File: config.mk
export PLATFORM = sky130hd
export DESIGN_NAME = tff_count_ctrl
export DESIGN_NICKNAME = d
export VERILOG_FILES = /design/src/rtl/tff_count_ctrl.sv
export SDC_FILE = /design/constraint.sdc
export NUM_CORES = 1
export LEC_CHECK = 0
export BUFFER_PORTS_ARGS = -buffer_cell sky130_fd_sc_hd__buf_2
export CAP_MARGIN = 0
export CORE_ASPECT_RATIO = 1.2
export CORE_UTILIZATION = 35
export CTS_CLUSTER_SIZE = 24
export DETAILED_ROUTE_END_ITERATION = 6
export GPL_ROUTABILITY_DRIVEN = 0
export HOLD_SLACK_MARGIN = 0.03
export SLEW_MARGIN = 20
export SYNTH_ARGS = -nofsm -noshare
export SYNTH_HDL_FRONTEND = slang
export SYNTH_SLANG_ARGS = --single-unit
File: constraint.sdc
create_clock -name clk -period 1.8 [get_ports clk]
set_input_delay 0.18 -clock clk [delete_from_list [all_inputs] [get_ports clk]]
set_output_delay 0.18 -clock clk [all_outputs]
set_load 0.005 [all_outputs]
File: src/rtl/tff_count_ctrl.sv
// Sequencing controller for an internal bank of toggle flip-flops that counts
// up or down from its current value to a captured terminal value.
module tff_count_ctrl #(
    parameter int WIDTH = 4
) (
    input  logic             clk,
    input  logic             rst_n,
    input  logic             start,
    input  logic             stop,
    input  logic             up_dn,
    input  logic [WIDTH-1:0] term,
    input  logic             clr,
    output logic [WIDTH-1:0] t_en,
    output logic [WIDTH-1:0] q,
    output logic             busy,
    output logic             done
);

    typedef enum logic [1:0] {
        IDLE = 2'd0,
        RUN  = 2'd1,
        DONE = 2'd2
    } state_t;

    state_t           state;
    logic [WIDTH-1:0] term_r;
    logic             dir_r;
    logic [WIDTH-1:0] step_en;
    logic             at_term;

    assign at_term = (q == term_r);

    // Bit i toggles when every lower bit is 1 (up) or 0 (down): a ripple
    // carry/borrow chain. Wrap-around falls out naturally as all-ones.
    always_comb begin : step_calc
        logic carry;
        // NOTE: every combinationally assigned variable gets a default first,
        // so no path through the block can leave it unassigned and infer a latch.
        carry   = 1'b1;
        step_en = '0;
        for (int i = 0; i < WIDTH; i++) begin
            step_en[i] = carry;
            carry      = carry & (dir_r ? q[i] : ~q[i]);
        end
    end

    always_comb begin
        t_en = '0;
        case (state)
            IDLE:    t_en = clr ? q : '0;
            RUN:     t_en = (stop || at_term) ? '0 : step_en;
            default: t_en = '0;
        endcase
    end

    // The toggle bank itself.
    always_ff @(posedge clk or negedge rst_n) begin
        if (!rst_n) begin
            q <= '0;
        end else begin
            // NOTE: sequential state uses non-blocking assignments so every
            // register samples pre-edge values regardless of block ordering.
            q <= q ^ t_en;
        end
    end

    // Controller FSM; busy and done are registered alongside the state so
    // they are clean decodes with no combinational path from the inputs.
    always_ff @(posedge clk or negedge rst_n) begin
        if (!rst_n) begin
            state  <= IDLE;
            term_r <= '0;
            dir_r  <= 1'b1;
            busy   <= 1'b0;
            done   <= 1'b0;
        end else begin
            case (state)
                IDLE: begin
                    if (start && !clr) begin
                        term_r <= term;
                        dir_r  <= up_dn;
                        state  <= RUN;
                        busy   <= 1'b1;
                        done   <= 1'b0;
                    end
                end
                RUN: begin
                    if (stop) begin
                        state <= IDLE;
                        busy  <= 1'b0;
                        done  <= 1'b0;
                    end else if (at_term) begin
                        state <= DONE;
                        busy  <= 1'b0;
                        done  <= 1'b1;
                    end
                end
                DONE: begin
                    state <= IDLE;
                    busy  <= 1'b0;
                    done  <= 1'b0;
                end
                default: begin
                    state <= IDLE;
                    busy  <= 1'b0;
                    done  <= 1'b0;
                end
            endcase
        end
    end

endmodule
# Word level (Yosys, flattened, before mapping)
# Cells that the tools add are included.
[totals]
input_bits = 10
word_cells = 40
memories = 0
ff_bits = 13
latch_bits = 0
ramBits = 0
mem_bits_ro = 0
[classes]
multipliers = 0
add_sub_neg = 0
n_reduce_logical = 6
bitwise = 6
div = 0
mux = 18
n_shift = 0
eq_ne = 4
n_lt_le_gt_ge = 0
[ops]
columns = ["op", "count"]
rows = [
  ["$mux 1", 9],
  ["$mux 4", 2],
  ["$pmux 4 s2", 1],
  ["$mux 2", 3],
  ["$eq 4x4->1", 1],
  ["$pmux 1 s2", 2],
  ["$pmux 2 s2", 1],
  ["$reduce_and 2->1", 2],
  ["$xor 4x4->4", 1],
  ["$ne 3x3->1 const B", 1],
  ["$not 1->1", 3],
  ["$and 1x1->1", 2],
  ["$eq 2x1->1 const B", 1],
  ["$logic_not 2->1", 1],
  ["$ne 2x2->1 const B", 1],
  ["$logic_and 1x1->1", 1],
  ["$logic_not 1->1", 1],
  ["$logic_or 1x1->1", 1],
]

# Depth between registers and ports, before layout
# Gate-level depths: netlist of run 1.
[logic_depth]
word_depth = 7
depth_mapped = 5
mapped_depth_nobuf = 4

# Least setup slack after synthesis of run 1
# OpenSTA, ideal clock, no wires.
[synth_timing]
path_kind = "register to register"
start = "register q[2]"
end = "register q[2]"
setup_time_ns = 0.126
period_less_slack_ns = 1.550
arrival_time_ns = 1.424
path_stages_with_launch = 6
path_slack_ns = 0.250
required_ns = 1.674
path_buffers = 1
cell_sequence = "dfrtp_1 clkbuf_1 xnor2_1 a41o_4 nor2_1 a221o_1"
[synth_via]
elab_chain_cells = 5
word_cells_on_any_way = 6
classes_between = "eq/ne: 1; mux: 3; bitwise: 1; reduce/logical: 1"
[synth_lines]
columns = ["item", "line_no", "rtl"]
rows = [
  ["from (decl)", "14", "output logic [WIDTH-1:0] q,"],
  ["from (signal assigned)", "63", "q <= q ^ t_en;"],
  ["$eq 4x4->1", "31", "assign at_term = (q == term_r);"],
  ["$logic_or 1x1->1", "51", "RUN: t_en = (stop || at_term) ? '0 : step_en;"],
  ["$mux 4", "51", ""],
  ["$pmux 4 s2", "49", "case (state)"],
  ["$xor 4x4->4 (*)", "63", ""],
]
# Every way passes the cells marked *; elsewhere a longest branch is shown, timed or not.
# A chain may end at the register's enable or synchronous reset.

# Worst setup path after layout of run 1
[layout_timing]
start = "register state[1]"
end = "output t_en[1]"
[layout_via]
elab_chain_cells = 2
word_cells_on_any_way = 3
classes_between = "eq/ne: 1; mux: 1; reduce/logical: 1"
[layout_lines]
columns = ["item", "line_no", "rtl"]
rows = [
  ["from (decl)", "25", "state_t state;"],
  ["from (signal assigned)", "71", "state <= IDLE;"],
  ["from (signal assigned)", "82", "state <= RUN;"],
  ["from (signal assigned)", "89", "state <= IDLE;"],
  ["$eq 2x1->1 / $logic_not 2->1 (equally long branches)", "49", ""],
  ["$pmux 4 s2 (*)", "49", ""],
  ["to (decl)", "13", "output logic [WIDTH-1:0] t_en,"],
]
# Marks and branches as above.

==> metrics.yaml, run 1 <==
status: "complete, but fails checks"
violations: "negative setup slack"
post-dp-hpwl_um: 1100
synth_most_common_cell: "dfrtp_1"
vdd_drop_max_uv: 713
synthAdderAreaFrac: 0
antenna_found_initial: 0
viasPerCell: 5.33
cts_tree: "built"
grt_pass1_wl_um: 2530
worst_slack_ns: -0.0252
slew_headroom: 0.707
setup_tns_ns: -0.0306
place_inst: 103
synth_edf_count: 0
finClkSkew_ns: 0.00932
grt_pass1_vias: 567
path_buf_inv: 1
synth_top_family_by_area: "simple AND/OR/NAND/NOR gates"
synth_top_area_cell: "dfrtp_1"
postLayoutCoreUtil: 0.509
netlist_area_um2: 686
hp-class: "input port to flip-flop"
syn_nets: 75
dieArea_um2: 2140
synth_mux_area_frac: 0.111
synth_cell_types: 27
critPathCaptureType: "primary output"
grt_use_total: 0.156
max_freq_mhz: 548
postLayoutCellArea_um2: 942
critical_path_required_ns: 1.62
synth_seq_cells: 12
critPathTopFamily: "simple AND/OR/NAND/NOR gates"
synthXorXnorAreaFrac: 0.0639
crit_arrival_ns: 1.65
vias: 608
synth_top_area_share: 0.401
synth_commonest_cells: "dfrtp_1 (11), nand2_1 (9), mux2_2 (5), o21ai_0 (5), xnor2_1 (5)"
wl_per_cell_um: 12.9
fin_cells: 114
cp_max_fo: 4
pre_cts_ws_ns: 0.0528
r2r_slack_ns: 0.08
core-area_um2: 1850
postSynthCellCount: 65
max_cap_viol_count: 0
rsz0062_at_grt: "yes"
firstDrtPassIters: 4
drv_slew: 0
p_per_area_nw_per_um2: 1430
clock_path_buffers: 2
grt_max_degree: 13
drc: 0
port_buffers: 19
drive_above_1_share: 0.526
ant_nets: 0
die_width_um: 42.4
synthFlopType: "dfrtp_1"
setup_violations: 2
worst_pin_slew_ns: 0.438
crit_chain: "or3b_4, a41oi_4, and2_4, a21o_1, buf_2"
final_nets: 106
fin_crit_sh: 1.01
synthArstFlopShare: 1.00
hold_viol_final: 0
cts-htree-levels: 1
io_pins: 20
total_power_mw: 1.35
clock_latency_ns: 0.27
yosys-top-cells-area: "dfrtp_1 (40%), mux2_2 (8.2%), xnor2_1 (6.4%)"
crit_slowest_cell: "or3b_4"
whs_ns: 0.144
clk_pin_slew_ns: 0.07
wl_um: 1470
dpl_cell_area_um2: 817
synthSimpleGateAreaFrac: 0.201
syn2layout_area_growth_pct: 37.4
grt-ovfl-total: 0
cts_buffers: 3
cts_root_buf: "clkbuf_4"
rows: 17
critical_path_class: "flip-flop to primary output"
first_iter_violations: 6
initial_core_util: 0.371
start_kind: "flip-flop"
leakage_nw: 0.464
cpPeakStageDelay_ns: 0.42
die_y_um: 50.5
yosysWarnings: 0
finalCriticalPeriod_ns: 1.83
synth_compound_area_frac: 0.159
cts_sinks: 12
avgSynthCellArea_um2: 10.5
yosysSeqAreaShare: 0.440
antennaDiodeCount: 0
-- routing by layer --
layer / GRT usage / wire length [um] / share of wire
met5: 0 / 0 / 0
met4: 0.0313 / 0 / 0
met3: 0.0540 / 87 / 0.059
met2: 0.254 / 730 / 0.50
met1: 0.200 / 650 / 0.44
-- kinds of logic (layout without fill, tap and decap cells) --
family,Yosys count,count (layout)
and+or+nand+nor,25,25
AOI/OAI and AO/OA,12,12
DFF,12,12
muxes,7,7
xor gates and xnor gates,5,5
buffers and inverters,4,34
-- repair_timing --
item | 4_1_cts | 5_1_grt
hold buffers | 1 | 0
buffers inserted | 4 | 2
pin swaps | 1 | 1
resized for setup | 4 | 2
endpoints found under the hold margin | 12 | 0
setup endpoints to repair | 3 | 4
-- power breakdown --
| group | switching [mW] | internal (mW) |
|---|---|---|
| Sequential | 0.0991 | 0.372 |
| Clock | 0.0910 | 0.123 |
| Combinational | 0.320 | 0.342 |
| Total | 0.511 | 0.837 |
-- cell usage in the layout, fill, tap and decap left out, drive strengths merged --
cell	Yosys	final
nand2	9	9
a41oi	1	1
or2	1	1
xnor2	5	5
clkbuf	2	4
mux2	5	5
a41o	1	1
a21o	1	1
o32ai	1	1
mux2i	2	2
and2	1	1
buf	2	29
nor3	3	3
nand3	2	2
o211ai	1	1
nor2b	2	2
dfrtp	11	11
o21ai	5	5
a21oi	1	1
nor3b	2	2
and3	1	1
or3b	2	2
dlygate4sd3	0	1
nor2	2	2
dfstp	1	1
a221o	1	1
-- layout make-up --
| cell class | count | area (um^2) |
|---|---|---|
| Fill cell | 175 | 908 |
| Multi-Input combinational cell | 49 | 400 |
| Sequential cell | 12 | 302 |
| Timing Repair Buffer | 30 | 180 |
| Clock buffer | 4 | 36.3 |
| Tap cell | 19 | 23.8 |
-- flip-flops by register name (all words and copies together) (netlist names) --
name,flops
dir_r,1
done,1
q,4
state,1
term_r,4
busy,1
-- path summary, 6_finish.rpt --
| check | cells after the start | start | endpoint |
|---|---|---|---|
| max in group asynchronous | 2 | rst_n | dir_r |
| min in group asynchronous | 2 | rst_n | q[3] |
| hold reg to reg | 1 | term_r[0] | term_r[0] |
| hold / removal | 2 | term[2] | term_r[2] |
| setup / recovery | 5 | state[1] | t_en[1] |
| setup reg to reg | 6 | state[1] | q[2] |
Power figures use the tool's default switching activity.
==> run 2: changes to the inputs <==
--- a/config.mk
+++ b/config.mk
@@ -13,6 +13,7 @@
 export DETAILED_ROUTE_END_ITERATION = 6
 export GPL_ROUTABILITY_DRIVEN = 0
 export HOLD_SLACK_MARGIN = 0.03
+export PLACE_DENSITY = 0.67
 export SLEW_MARGIN = 20
 export SYNTH_ARGS = -nofsm -noshare
 export SYNTH_HDL_FRONTEND = slang
==> metrics.yaml, run 2 (synthesis results as in run 1) <==
vdd_drop_max_uv: 862
ant_nets: 0
drv_slew: 0
dieArea_um2: 2140
fin_crit_sh: 1.00
place_inst: 106
final_cell_mix: "buf_2 (19), buf_4 (13), dfrtp_1 (11), nand2_1 (9), mux2_2 (5)"
clk_pin_slew_ns: 0.08
setup_tns_ns: -0.00309
crit_chain: "or3b_4, a41oi_4, and2_4, a21o_1, buf_2"
crit_arrival_ns: 1.62
wl_per_cell_um: 12.0
initial_core_util: 0.371
status: "complete, but fails checks"
crit_slowest_cell: "or3b_4"
vias: 596
layout_commonest_cell: "buf_2"
hp-class: "input port to flip-flop"
grt_max_degree: 13
clock_latency_ns: 0.27
syn2layout_area_growth_pct: 42.7
die_y_um: 50.5
critPathCaptureType: "primary output"
clock_path_buffers: 2
grt_pass1_wl_um: 2430
port_buffers: 19
multiInputGateArea_um2: 414
fin_cells: 117
finClkSkew_ns: 0.00177
hold_viol_final: 0
cts_buffers: 3
worstSetupPathDepth: 5
max_cap_viol_count: 0
total_power_mw: 1.38
reg2regPathDepth: 6
register_area_um2: 302
critical_path_required_ns: 1.62
wl_um: 1410
viasPerCell: 5.09
n_fill_cell: 170
start_kind: "flip-flop"
grt_use_total: 0.155
grt_pass1_vias: 587
setup_violations: 1
path_buf_inv: 1
grt-ovfl-total: 0
firstDrtPassIters: 4
postLayoutCoreUtil: 0.529
whs_ns: 0.135
core-area_um2: 1850
cts_sinks: 12
rsz0062_at_grt: "yes"
cts-htree-levels: 1
max_freq_mhz: 555
cp_max_fo: 3
post-dp-hpwl_um: 1100
worst_pin_slew_ns: 0.434
final_nets: 109
worst_slack_ns: -0.00309
drc: 0
critical_path_class: "flip-flop to primary output"
top_regs: "q (4), term_r (4)"
cts_tree: "built"
finalCriticalPeriod_ns: 1.80
violations: "negative setup slack"
die_width_um: 42.4
slew_headroom: 0.709
drive_above_1_share: 0.561
antennaDiodeCount: 0
cts_root_buf: "clkbuf_4"
hold_depth: 2
io_pins: 20
antenna_found_initial: 0
leakage_nw: 0.485
rows: 17
first_iter_violations: 2
critPathTopFamily: "simple AND/OR/NAND/NOR gates"
p_per_area_nw_per_um2: 1420
cpPeakStageDelay_ns: 0.40
## run 2: repair_timing
| item | in CTS | in global routing |
|---|---|---|
| resized for setup | 6 | 2 |
| hold buffers | 1 | 0 |
| setup buffers | 3 | 3 |
| cloned | 0 | 0 |
| hold endpoints to repair | 12 | 0 |
| setup endpoints to repair | 3 | 3 |
| pin swaps | 3 | 1 |
## run 2: report_power, final
part / total, mW / internal [mW] / switching, mW
combinational: 0.687 / 0.371 / 0.316
sequential: 0.482 / 0.372 / 0.110
clock: 0.215 / 0.123 / 0.0922
total: 1.38 / 0.866 / 0.519
## run 2: routing by layer
metal | up-vias | global-route usage | routed length (um)
met5 | - | 0 | 0
met4 | 0 | 0.0781 | 14
met3 | 2 | 0.0324 | 39
met2 | 11 | 0.267 | 731
met1 | 286 | 0.178 | 623
li1 | 297 | - | -
## run 2: worst paths after layout
| kind | from | endpoint | slack [ns] |
|---|---|---|---|
| hold / removal | term[3] | term_r[3] | 0.13 |
| min in group asynchronous | rst_n | term_r[2] | 0.30 |
| max in group asynchronous | rst_n | dir_r | 1.23 |
| hold reg to reg | done | done | 0.52 |
| setup / recovery | state[1] | t_en[1] | -0.003 |
| setup reg to reg | state[1] | q[2] | 0.09 |
## run 2: cell type report
class,count,area share
Tap cell,19,0.0243
Clock buffer,4,0.0371
Timing Repair Buffer,33,0.207
Sequential cell,12,0.308
Multi-Input combinational cell,49,0.423
## run 2: per-stage QoR
| stage | area, um^2 | setup slack (ns) |
|---|---|---|
| final | 978 | -0.00309 |
| after global routing | 978 | -0.0821 |
| after CTS | 952 | -0.00944 |
| after detailed placement | 840 | 0.116 |
| after global placement | 840 | 0.176 |
| after floorplan | 686 | 0.250 |
==> run 3: changes to the inputs <==
--- a/config.mk
+++ b/config.mk
@@ -7,14 +7,13 @@
 export LEC_CHECK = 0
 export BUFFER_PORTS_ARGS = -buffer_cell sky130_fd_sc_hd__buf_2
 export CAP_MARGIN = 0
-export CORE_ASPECT_RATIO = 1.2
+export CORE_MARGIN = 10
 export CORE_UTILIZATION = 35
 export CTS_CLUSTER_SIZE = 24
 export DETAILED_ROUTE_END_ITERATION = 6
 export GPL_ROUTABILITY_DRIVEN = 0
 export HOLD_SLACK_MARGIN = 0.03
 export PLACE_DENSITY = 0.67
-export SLEW_MARGIN = 20
 export SYNTH_ARGS = -nofsm -noshare
 export SYNTH_HDL_FRONTEND = slang
 export SYNTH_SLANG_ARGS = --single-unit
==> metrics.yaml, run 3 (synthesis results as in run 1) <==
critical_path_required_ns: 1.62
cts-htree-levels: 1
rsz0062_at_grt: "yes"
r2r-start: "state[1]"
grt_use_total: 0.0881
vias: 622
fin_cells: 123
reg2reg_to: "q[2]"
grt_pass1_vias: 669
status: "complete, but fails checks"
min_to: "dir_r"
top_regs: "q (4), term_r (4)"
core-area_um2: 1780
drc: 0
port_buffers: 19
max_freq_mhz: 534
cp_max_fo: 5
firstDrtPassIters: 4
die_width_um: 64.3
first_iter_violations: 13
grt_pass1_wl_um: 2950
hp-class: "input port to flip-flop"
max_cap_viol_count: 0
critPathTopFamily: "simple AND/OR/NAND/NOR gates"
cts_tree: "built"
slew_headroom: 0.752
place_inst: 112
antenna_found_initial: 0
r2r_slack_ns: 0.09
critical_path_class: "flip-flop to primary output"
postLayoutCoreUtil: 0.552
reg2regPathDepth: 6
p_per_area_nw_per_um2: 1420
crit_chain: "or3b_4, a41oi_4, and2_4, a21o_1, buf_2"
path_buf_inv: 1
clock_latency_ns: 0.28
finClkSkew_ns: 0.00551
worst_slack_ns: -0.0742
whs_ns: 0.132
critPathCaptureType: "primary output"
initial_core_util: 0.385
total_power_mw: 1.40
final_cell_mix: "buf_2 (19), buf_4 (13), dfrtp_1 (11), nand2_1 (8), mux2_2 (5)"
io_pins: 20
min_from: "up_dn"
crit_slowest_cell: "or3b_4"
cpPeakStageDelay_ns: 0.41
violations: "negative setup slack"
grt-ovfl-total: 0
finalCriticalPeriod_ns: 1.87
post-dp-hpwl_um: 1340
layout_commonest_cell: "buf_2"
wl_um: 1770
cts_buffers: 3
start_kind: "flip-flop"
leakage_nw: 0.484
cts_root_buf: "clkbuf_4"
clock_path_buffers: 2
cts_sinks: 12
crit_arrival_ns: 1.69
rows: 15
dieArea_um2: 4130
ant_nets: 0
hold_viol_final: 0
clk_pin_slew_ns: 0.08
grt_max_degree: 13
hold_depth: 2
worst_pin_slew_ns: 0.370
vdd_drop_max_uv: 845
die_y_um: 64.3
setup_tns_ns: -0.108
final_nets: 109
syn2layout_area_growth_pct: 43.4
drv_slew: 0
wl_per_cell_um: 14.4
fin_crit_sh: 1.04
setup_violations: 2
antennaDiodeCount: 0
drive_above_1_share: 0.561
viasPerCell: 5.06
-- run 3: cell count changes in the layout (fill, tap and decap cells not counted) --
cell	previous run	this run
or3b_2	1	0
nand2_2	0	1
nand2_1	9	8
xnor2_1	1	2
or3b_4	1	2
xnor2_2	4	3
-- run 3: cell type report --
type	instances	area (um^2)
fill	176	800
multi-input combinational	49	412
sequential	12	302
timing repair buffer	33	203
clock buffer	4	36.3
tap	25	31.3
-- run 3: power breakdown --
group          internal, mW  total (mW)  switching (mW)  leakage (nW)
Combinational         0.364       0.708           0.343         0.312
Sequential            0.372       0.471          0.0996         0.151
Clock                 0.123       0.217          0.0938        0.0210
-- run 3: through the flow --
step	instance area (um^2)	worst slack [ns]
4_1_cts	952	-0.0778
5_1_grt	983	-0.140
2_1_floorplan	686	0.250
3_5_place_dp	847	0.123
3_3_place_gp	847	0.162
6_report	983	-0.0742
-- run 3: worst max-delay path by stage --
stage / from / to / cells after the start
finish: state[1] / t_en[1] / 5
global route: state[1] / t_en[1] / 5
CTS: state[1] / t_en[1] / 5
detailed placement: state[1] / q[2] / 5
global placement: state[1] / q[2] / 5
floorplan: q[2] / q[2] / 5
-- run 3: worst register-to-register path, stage by stage, from the launching register on --
cell	delay, ns
dfrtp_1	0.38
or3b_4	0.41
a41oi_4	0.24
buf_4	0.15
buf_4	0.10
a21oi_1	0.06
a221o_1	0.26
-- run 3: layer usage --
metal / track usage / wire [um] / vias to the layer above
met3: 0.0366 / 151 / 6
li1: - / - / 297
met5: 0 / 0 / -
met2: 0.145 / 837 / 23
met4: 0.0535 / 48 / 0
met1: 0.0912 / 731 / 296
-- run 3: what timing repair did --
item | in CTS | in global routing
buffers inserted | 3 | 3
resized for setup | 6 | 3
setup endpoints to repair | 3 | 3
pin swaps | 3 | 2
hold buffers | 1 | 0
hold endpoints to repair | 12 | 0
